$ cat config.mk
export PLATFORM = sky130hd
export DESIGN_NAME = uart_baud_gen_flat
export DESIGN_NICKNAME = d
export VERILOG_FILES = /design/src/rtl/uart_baud_gen_pkg.sv /design/src/rtl/uart_baud_gen_if.sv /design/src/rtl/uart_baud_gen_div.sv /design/src/rtl/uart_baud_gen.sv /design/src/flat_wrapper.sv
export SDC_FILE = /design/constraint.sdc
export NUM_CORES = 1
export LEC_CHECK = 0
export ABC_CLOCK_PERIOD_IN_PS = 2000
export CAP_MARGIN = 20
export CORE_UTILIZATION = 54
export DETAILED_ROUTE_END_ITERATION = 7
export GPL_TIMING_DRIVEN = 0
export PLACE_DENSITY = 0.72
export SLEW_MARGIN = 10
export SYNTH_ARGS = -nofsm -noshare
export SYNTH_HDL_FRONTEND = slang
export SYNTH_SLANG_ARGS = --single-unit
$ cat constraint.sdc
create_clock -name clk -period 2 [get_ports clk]
set_input_delay 0.4 -clock clk [delete_from_list [all_inputs] [get_ports clk]]
set_output_delay 0.4 -clock clk [all_outputs]
set_load 0.01 [all_outputs]
$ cat src/rtl/uart_baud_gen_pkg.sv
// Shared types, baud table and divisor/increment helpers for the UART baud-tick generator.
package uart_baud_pkg;

  typedef logic [2:0] baud_sel_t;

  localparam int unsigned BAUD_TABLE [8] = '{300, 1200, 4800, 9600, 19200, 38400, 57600, 115200};

  // Round-half-up of clk_hz / (baud*ovs), done exactly as floor((2*clk + d) / (2*d)).
  function automatic logic [63:0] div_of(input baud_sel_t sel, input logic [63:0] clk_hz,
                                         input logic [63:0] ovs);
    logic [63:0] d;
    d = 64'(BAUD_TABLE[sel]) * ovs;
    return (2 * clk_hz + d) / (2 * d);
  endfunction

  // Phase increment round(2^acc_w * baud*ovs / clk_hz), same rounding trick.
  function automatic logic [63:0] inc_of(input baud_sel_t sel, input logic [63:0] clk_hz,
                                         input logic [63:0] ovs, input int unsigned acc_w);
    logic [63:0] d;
    d = 64'(BAUD_TABLE[sel]) * ovs;
    return ((d << (acc_w + 1)) + clk_hz) / (2 * clk_hz);
  endfunction

endpackage

$ cat src/rtl/uart_baud_gen_if.sv
// Control/strobe bundle between the baud generator (slave) and its UART user (master).
interface uart_baud_gen_if
  import uart_baud_pkg::*;
#(
  parameter int OVERSAMPLE = 16
);
  localparam int PH_W = $clog2(OVERSAMPLE);

  logic            enable;
  baud_sel_t       baud_select;
  logic            sample_ENABLE;
  logic            tx_ENABLE;
  logic [PH_W-1:0] bit_phase;

  modport master (output enable, baud_select, input sample_ENABLE, tx_ENABLE, bit_phase);
  modport slave  (input enable, baud_select, output sample_ENABLE, tx_ENABLE, bit_phase);
endinterface

$ cat src/rtl/uart_baud_gen_div.sv
// baud_tick_div: 1-cycle tick source. Integer terminal-count divider by default;
// phase accumulator (carry = tick) when UART_BAUD_FRAC_EN is defined.
module baud_tick_div
  import uart_baud_pkg::*;
#(
  parameter int STEP_W = 16
) (
  input  logic              clk,
  input  logic              reset,
  input  logic              clr_i,
  input  logic              run_i,
  input  logic [STEP_W-1:0] step_i,
  output logic              tick_o
);

`ifdef UART_BAUD_FRAC_EN
  logic [STEP_W-1:0] acc_q, acc_d;
  logic              carry;

  always_comb begin
    tick_o = 1'b0;
    carry  = 1'b0;
    acc_d  = '0;
    if (run_i && !clr_i) begin
      {carry, acc_d} = {1'b0, acc_q} + {1'b0, step_i};
      tick_o         = carry;
    end
  end

  always_ff @(posedge clk) begin
    if (reset) acc_q <= '0;
    else       acc_q <= acc_d;
  end
`else
  // step_i is the terminal count (divisor - 1).
  logic [STEP_W-1:0] cnt_q, cnt_d;
  logic              hit;

  always_comb begin
    hit   = 1'b0;
    cnt_d = '0;
    if (run_i && !clr_i) begin
      hit   = (cnt_q == step_i);
      cnt_d = hit ? '0 : cnt_q + 1'b1;
    end
    tick_o = hit;
  end

  always_ff @(posedge clk) begin
    if (reset) cnt_q <= '0;
    else       cnt_q <= cnt_d;
  end
`endif

endmodule

$ cat src/rtl/uart_baud_gen.sv
// UART baud-tick generator: registered oversample/bit strobes from an 8-entry baud table.
// Define UART_BAUD_FRAC_EN for the fractional phase-accumulator divider.
module uart_baud_gen
  import uart_baud_pkg::*;
#(
  parameter int unsigned CLK_HZ     = 100_000_000,
  parameter int unsigned OVERSAMPLE = 16,
  parameter int unsigned CNT_W      = 16,
  parameter int unsigned ACC_W      = 24
) (
  input  logic           clk,
  input  logic           reset,
  uart_baud_gen_if.slave bus
);

  localparam int PH_W = $clog2(OVERSAMPLE);
  localparam logic [PH_W-1:0] PH_LAST = PH_W'(OVERSAMPLE - 1);
`ifdef UART_BAUD_FRAC_EN
  localparam int STEP_W = ACC_W;
`else
  localparam int STEP_W = CNT_W;
`endif

  typedef logic [7:0][STEP_W-1:0] step_tbl_t;

  function automatic step_tbl_t build_tbl();
    step_tbl_t tbl;
    tbl = '0;
    for (int s = 0; s < 8; s++) begin
`ifdef UART_BAUD_FRAC_EN
      tbl[s] = STEP_W'(inc_of(baud_sel_t'(s), 64'(CLK_HZ), 64'(OVERSAMPLE), ACC_W));
`else
      tbl[s] = STEP_W'(div_of(baud_sel_t'(s), 64'(CLK_HZ), 64'(OVERSAMPLE)) - 64'd1);
`endif
    end
    return tbl;
  endfunction

  localparam step_tbl_t STEP_TBL = build_tbl();

  for (genvar s = 0; s < 8; s++) begin : g_chk
    localparam logic [63:0] DIV = div_of(baud_sel_t'(s), 64'(CLK_HZ), 64'(OVERSAMPLE));
    if (DIV < 64'd2) begin : g_lo
      $error("uart_baud_gen: divisor below 2 for select %0d", s);
    end
    if (DIV > (64'd1 << CNT_W)) begin : g_hi
      $error("uart_baud_gen: CNT_W too narrow for select %0d", s);
    end
  end
  if (OVERSAMPLE < 2) begin : g_ovs
    $error("uart_baud_gen: OVERSAMPLE must be >= 2");
  end
  if (ACC_W < 8 || ACC_W > 40) begin : g_acc
    $error("uart_baud_gen: ACC_W out of range 8..40");
  end

  baud_sel_t       sel_q, sel_d;
  logic [PH_W-1:0] ph_q, ph_d;
  logic            smp_q, smp_d, tx_q, tx_d;
  logic            chg, tick;

  assign chg = (bus.baud_select != sel_q);

  baud_tick_div #(.STEP_W(STEP_W)) u_div (
    .clk    (clk),
    .reset  (reset),
    .clr_i  (chg),
    .run_i  (bus.enable),
    .step_i (STEP_TBL[sel_q]),
    .tick_o (tick)
  );

  // bit_phase advances in the cycle the strobe is visible, so a tx strobe sees PH_LAST.
  always_comb begin
    sel_d = bus.baud_select;
    ph_d  = ph_q;
    smp_d = tick;
    tx_d  = tick && (ph_q == PH_LAST);
    if (chg || !bus.enable) begin
      ph_d  = '0;
      smp_d = 1'b0;
      tx_d  = 1'b0;
    end else if (smp_q) begin
      ph_d = (ph_q == PH_LAST) ? '0 : ph_q + 1'b1;
    end
  end

  always_ff @(posedge clk) begin
    if (reset) begin
      sel_q <= '0;
      ph_q  <= '0;
      smp_q <= 1'b0;
      tx_q  <= 1'b0;
    end else begin
      sel_q <= sel_d;
      ph_q  <= ph_d;
      smp_q <= smp_d;
      tx_q  <= tx_d;
    end
  end

  assign bus.sample_ENABLE = smp_q;
  assign bus.tx_ENABLE     = tx_q;
  assign bus.bit_phase     = ph_q;

endmodule

$ cat src/flat_wrapper.sv
// flat-port wrapper written by rule: the top's interface ports become plain ports
module uart_baud_gen_flat import uart_baud_pkg::*;
#(
  parameter int unsigned CLK_HZ     = 100_000_000,
  parameter int unsigned OVERSAMPLE = 16,
  parameter int unsigned CNT_W      = 16,
  parameter int unsigned ACC_W      = 24
)
  (clk, reset, bus_enable, bus_baud_select, bus_sample_ENABLE, bus_tx_ENABLE, bus_bit_phase);
  uart_baud_gen_if #(.OVERSAMPLE(OVERSAMPLE)) bus_i ();
  input  logic clk;
  input  logic reset;
  input wire logic [$bits(bus_i.enable)-1:0] bus_enable;
  input wire logic [$bits(bus_i.baud_select)-1:0] bus_baud_select;
  output wire logic [$bits(bus_i.sample_ENABLE)-1:0] bus_sample_ENABLE;
  output wire logic [$bits(bus_i.tx_ENABLE)-1:0] bus_tx_ENABLE;
  output wire logic [$bits(bus_i.bit_phase)-1:0] bus_bit_phase;
  assign bus_i.enable = bus_enable;
  assign bus_i.baud_select = bus_baud_select;
  assign bus_sample_ENABLE = bus_i.sample_ENABLE;
  assign bus_tx_ENABLE = bus_i.tx_ENABLE;
  assign bus_bit_phase = bus_i.bit_phase;
  uart_baud_gen #(.CLK_HZ(CLK_HZ), .OVERSAMPLE(OVERSAMPLE), .CNT_W(CNT_W), .ACC_W(ACC_W)) u_core (.clk(clk), .reset(reset), .bus(bus_i));
endmodule
==> metrics.txt, run 1 <==
cts bufs inserted=5; DPL Wire Length=between 2000 and 2500 um; average routed wire per standard cell=13.9 um; antenna viol nets, final=0; top cell type by total area after synthesis=dfxtp_1; number of clock sinks seen by CTS=38; kind of start point of the critical path=flop; number of logic stages on the critical path including buffering=1; number of distinct standard cells referenced by the synthesized netlist=28; R2R Path Start=u_core.u_div.cnt_q[0]; areal power density over the cells=approximately 680 nW/um^2; cells resized by post-CTS repair=0; highest cell delay on the worst timing path=between 500 and 600 ps; Synth Flop Type=dfxtp_1; Post-CTS Hold Buffers=0; type of the setup path with the least slack=flop to output port; detailed-route wire length=around 3100 um; count of port buffers added during placement=11; fraction of final layout cells sized beyond drive strength 1=0.0612; met2 Usage GRT=0.349; number of register bits inferred by synthesis=38; initial core utilization=0.589; finished layout cell area=~1900 um^2; critical path endpoint=bus_sample_ENABLE; final critical path time including I/O delays and setup=around 1800 ps; Clock H-tree levels=2; clock tree from TritonCTS=done; cell with the most instances after synthesis=dfxtp_1; Max-Cap Viols=0; reg2reg path depth=5; data arrival time of the critical path=about 1400 ps; average instance area after synthesis=approximately 9.5 um^2; top area cells in the synthesized netlist=dfxtp_1, xnor2_1, ha_1; beginning of the critical path=u_core.bus.sample_ENABLE; DIE WIDTH=just under 60 um; Critical Path RT=1600 ps; final weighted congestion of routability-driven global placement=~0.80; count of antenna diodes in the layout=0; Max transition margin=0.658; Row Count=19; final number of max-transition violations=0; RSZ-0062 raised after global routing=no; Yosys warning count=0; overflow left after global routing=0; total placed instance area=about 1800 um^2; Global Route met3 Usage=0.0603; fraction of post-synthesis cell area in the top cell type by area=0.453; initial antenna violation count=0; kind of end point of the critical path=output port; first-pass GRT wire length=between 5000 and 6000 um; Peak supply drop=roughly 440 uV; first-pass iteration count of the detailed router=4; I/O pin count=12; Root Driver=clkbuf_4; Total Nets Final=approximately 210; Area growth syn-to-layout=12.9%; transition time at the pin with the least slew margin=around 510 ps; total power=about 1.3 mW; Final Hold Vio Count=0; Post-Synthesis Net Count=190; maximum root-to-sink buffer count=2; Vert. Die Dim=slightly below 60 um; final setup vio count=0; clock-pin slew reported for the worst setup and hold paths after clock tree synthesis=around 100 ps; post-synthesis instance total=~180; area of the core region=between 2000 and 3000 um^2; endpoint of the worst-slack reg-to-reg timing path=u_core.u_div.cnt_q[14]; smallest hold slack=523 ps; delay-heaviest family, CP=buffers and inverters; peak fanout along the critical path=6; die footprint=roughly 3300 um^2; final clock period utilization by the worst path=0.883; via count of the first global-routing pass=1232; number of flops mapped to enable cells by yosys=0; Peak Freq=0.566 GHz; DR vias/cell=about 5.5; drt initial violations=39; most frequent cells after synthesis=dfxtp_1, xnor2_1, nor3_1; asr flop ratio synth=0; combined area of all synthesized cells=roughly 1700 um^2; later-pin clock latency in the skew report=around 340 ps; flop2flop setup slack=approximately 310 ps; type of the tightest min-delay check=flop to flop; number of design rule violations left after detail routing=0; static leakage power=between 0.6 and 0.7 nW; met1 Track Usage GR=0.278; result of the run=finished, final reports clean; most utilized layer in the global route result=met2; Cell Chain, Critical Path=clkdlybuf4s50_1; sequential element share of the synthesized area=0.453; vias post-DR=1245; slowest cell on the critical path=clkdlybuf4s50_1; post-CTS setup repair buffer count=0; Post-Route Skew=about 15 ps; largest net degree at the start of global routing=12; total buffers and inverters traversed by the critical path=1; global-route total usage across every layer=0.218
-- layout by cell type (no fill, tap or decap), types with 5 or more instances in the layout --
cell type	Yosys	routed
xnor2_1	25	25
nor3_1	19	19
nor2_1	6	6
inv_1	8	8
nand3_1	9	9
nand4_1	7	7
ha_1	8	8
nand2_1	13	13
dfxtp_1	38	38
clkdlybuf4s50_1	0	11
clkbuf_4	0	5
clkbuf_1	5	6
xor2_1	7	7
-- registers in the layout, summed over array words and instances, names as in the netlist --
name / count
u_core.bus.tx_ENABLE: 1
u_core.bus.sample_ENABLE: 1
u_core.sel_q: 3
u_core.u_div.cnt_q: 16
u_core.u_div.step_i: 13
u_core.bus.bit_phase: 4
-- per-stage QoR --
step,TNS (ps),util,setup slack [ps],instances
global route,0,0.665,137,227
CTS,0,0.662,62.1,226
finish,0,0.665,234,227
floorplan,0,-,301,176
detailed placement,-240,0.641,-71.3,218
global placement,-218,0.641,-66.7,218
-- kinds of logic (layout without fill, tap and decap cells) --
| kind of cell | Yosys count | after routing | synth area share |
|---|---|---|---|
| compound gates | 7 | 7 | 0.0246 |
| fa+ha+maj | 8 | 8 | 0.0596 |
| simple gates | 74 | 74 | 0.243 |
| flops | 38 | 38 | 0.453 |
| mux | 3 | 3 | 0.0179 |
| buf+inv | 14 | 34 | 0.0357 |
| xor+xnor | 32 | 32 | 0.167 |
-- worst min-delay path by stage --
stage | slack, ps | depth (start not counted) | from | to
after global routing | 560 | 2 | u_core.bus.bit_phase[3] | u_core.bus.bit_phase[3]
after detailed placement | 510 | 2 | u_core.bus.bit_phase[3] | u_core.bus.bit_phase[3]
after global placement | 490 | 2 | u_core.bus.bit_phase[3] | u_core.bus.bit_phase[3]
after floorplan | 470 | 1 | reset | u_core.sel_q[1]
final | 520 | 2 | u_core.bus.bit_phase[3] | u_core.bus.bit_phase[3]
after CTS | 530 | 2 | u_core.bus.bit_phase[3] | u_core.bus.bit_phase[3]
-- where the power goes --
part,total (mW),switching (mW),internal [mW]
logic,0.0936,0.0462,0.0475
clock network,0.409,0.239,0.170
registers,0.794,0.0116,0.782
total,1.30,0.297,1.00
-- area by class of cell --
| class | count | area, um^2 |
|---|---|---|
| clock inverters | 1 | 5.00 |
| clock buffers | 7 | 55.1 |
| plain buffers | 6 | 30.0 |
| fillers | 232 | 956 |
| flip-flops and latches | 38 | 761 |
| inverters | 8 | 30.0 |
| well taps | 31 | 38.8 |
| repair buffers | 12 | 118 |
| multi-input cells | 124 | 860 |
-- metal layers --
layer | up-vias | routed length [um]
met4 | 0 | 66
met1 | 586 | 1510
met2 | 18 | 1490
met3 | 9 | 88
met5 | - | 0
li1 | 632 | -
Power figures use the tool's default switching activity.
==> run 2, diff against run 1 <==
--- a/config.mk
+++ b/config.mk
@@ -7,6 +7,7 @@
 export LEC_CHECK = 0
 export ABC_CLOCK_PERIOD_IN_PS = 2000
 export CAP_MARGIN = 20
+export CORE_MARGIN = 4
 export CORE_UTILIZATION = 54
 export DETAILED_ROUTE_END_ITERATION = 7
 export GPL_TIMING_DRIVEN = 0
==> run 2 against run 1 <==
Effect of this change: non-clock buffer count up 1; clock skew shrank 7.1 ps; die area is 22% higher; hold slack improved by 18 ps; cell count unchanged; count of clock-buffer cells in the layout fell by 1; maximum frequency fell by 0.24%; via count shrank 2.5%; sequential share of layout area shrank 0.60 points; flip-flop and latch count did not move; register-to-register slack got worse by 50 ps; critical endpoint unchanged.
==> metrics.txt, run 2 (synthesis results as in run 1) <==
result of the run=finished, final reports clean; largest net degree at the start of global routing=12; detailed-route wire length=around 3100 um; DIE WIDTH=between 60 and 70 um; I/O pin count=12; final number of max-transition violations=0; share of power burned in combinational logic=0.066; most common library cell in the layout ignoring fill and taps=dfxtp_1; kind of start point of the critical path=flop; cts bufs inserted=5; count of port buffers added during placement=11; smallest setup slack after layout=about 230 ps; final weighted congestion of routability-driven global placement=0.877; finished layout cell area=between 1500 and 2000 um^2; portion of total power attributed to sequential cells=0.562; fill count=243; static leakage power=~0.70 nW; Area growth syn-to-layout=14.6%; maximum root-to-sink buffer count=2; Critical Path RT=1600 ps; register ranked first by flip-flop count=u_core.u_div.cnt_q; Vert. Die Dim=roughly 64 um; later-pin clock latency in the skew report=between 300 and 400 ps; Peak Freq=~0.57 GHz; final clock period utilization by the worst path=0.885; switching power as a share of total power=0.207; Cell Chain, Critical Path=clkdlybuf4s50_1; worst setup slack before clock tree synthesis=-110 ps; total buffers and inverters traversed by the critical path=1; Peak supply drop=roughly 420 uV; cells resized by post-CTS repair=0; Max transition margin=0.671; Post-CTS Hold Buffers=0; slowest cell on the critical path=clkdlybuf4s50_1; RSZ-0062 raised after global routing=no; smallest hold slack=between 500 and 600 ps; Final Hold Vio Count=0; final setup vio count=0; transition time at the pin with the least slew margin=slightly below 500 ps; final critical path time including I/O delays and setup=1770 ps; number of design rule violations left after detail routing=0; delay-heaviest family, CP=buffers and inverters; data arrival time of the critical path=~1400 ps; Total Nets Final=210; via count of the first global-routing pass=1175; first-pass iteration count of the detailed router=4; non-filler instance count after layout=around 230; type of the tightest min-delay check=flop to flop; number of clock sinks seen by CTS=38; count of antenna diodes in the layout=0; die footprint=slightly above 4000 um^2; most frequent cells in the layout=dfxtp_1, xnor2_1, nor3_1, nand2_1, clkdlybuf4s50_1; clock-pin slew reported for the worst setup and hold paths after clock tree synthesis=around 110 ps; vias post-DR=around 1.2k; max FFs per register=16; average routed wire per standard cell=approximately 14 um; fraction of final layout cells sized beyond drive strength 1=0.0663; net load switching power=approximately 0.3 mW; initial core utilization=0.589; Clock H-tree levels=2; number of placed cells counting well taps=between 200 and 250; Row Count=19; DPL Wire Length=around 2300 um; share of total power in the clock network=0.372; areal power density over the cells=approximately 730 nW/um^2; overflow left after global routing=0; Cell Int Power=~1.1 mW; area occupied by multi-input gates=approximately 860 um^2; post-CTS setup repair buffer count=0; initial antenna violation count=0; highest cell delay on the worst timing path=580 ps; drt initial violations=about 90; clock tree from TritonCTS=done; Root Driver=clkbuf_4; area of the core region=around 2900 um^2; Max-Cap Viols=0; first-pass GRT wire length=approximately 5300 um; global-route total usage across every layer=0.167; Post-Route Skew=roughly 7.6 ps; DR vias/cell=between 5 and 6; antenna viol nets, final=0; register area=approximately 760 um^2; kind of end point of the critical path=output port; total placed instance area=between 1500 and 2000 um^2; peak fanout along the critical path=6; type of the setup path with the least slack=flop to output port
==> run 2: routing by layer <==
| metal | track usage | vias up | part of all wire |
|---|---|---|---|
| met5 | 0 | - | 0 |
| met4 | 0.0701 | 0 | 0.011 |
| met3 | 0.0630 | 4 | 0.056 |
| met2 | 0.265 | 24 | 0.47 |
| met1 | 0.204 | 552 | 0.46 |
| li1 | - | 634 | - |
==> run 2: area by class of cell <==
cell class | instances | area share
Clock buffer | 6 | 0.0266
Buffer | 6 | 0.0156
Clock inverter | 1 | 0.0156
Inverter | 8 | 0.0156
Multi-Input combinational cell | 124 | 0.446
Sequential cell | 38 | 0.395
Tap cell | 31 | 0.0201
Timing Repair Buffer | 13 | 0.0650
==> run 2: power by group through the flow <==
stage / Combinational (mW) / Clock [mW] / Sequential (mW)
finish: 0.0938 / 0.526 / 0.794
global route: 0.104 / 0.578 / 0.797
CTS: 0.0945 / 0.543 / 0.794
detailed placement: 0.0931 / 0 / 0.812
global placement: 0.0908 / 0 / 0.811
floorplan: 0.0665 / 0 / 0.809
==> run 2: worst paths after layout <==
path                             from                       to  slack (ps)  depth (start not counted)
max reg2reg     u_core.u_div.cnt_q[4]    u_core.u_div.cnt_q[6]         260                          5
max          u_core.bus.sample_ENABLE        bus_sample_ENABLE         230                          1
min reg2reg   u_core.bus.bit_phase[3]  u_core.bus.bit_phase[3]         540                          2
min           u_core.bus.bit_phase[3]  u_core.bus.bit_phase[3]         540                          2
==> run 2: tightest hold or removal path, delay by kind of cell (launching register included) <==
family             cells  cell delay (ps)
AOI/OAI and AO/OA      2              140
DFF                    1              350
==> run 2: stage by stage <==
step / util / setup TNS, ps / power (mW)
finish: 0.675 / 0 / 1.41
global route: 0.675 / 0 / 1.48
CTS: 0.670 / 0 / 1.43
detailed placement: 0.641 / -467 / 0.905
global placement: 0.641 / -265 / 0.902
floorplan: - / 0 / 0.876
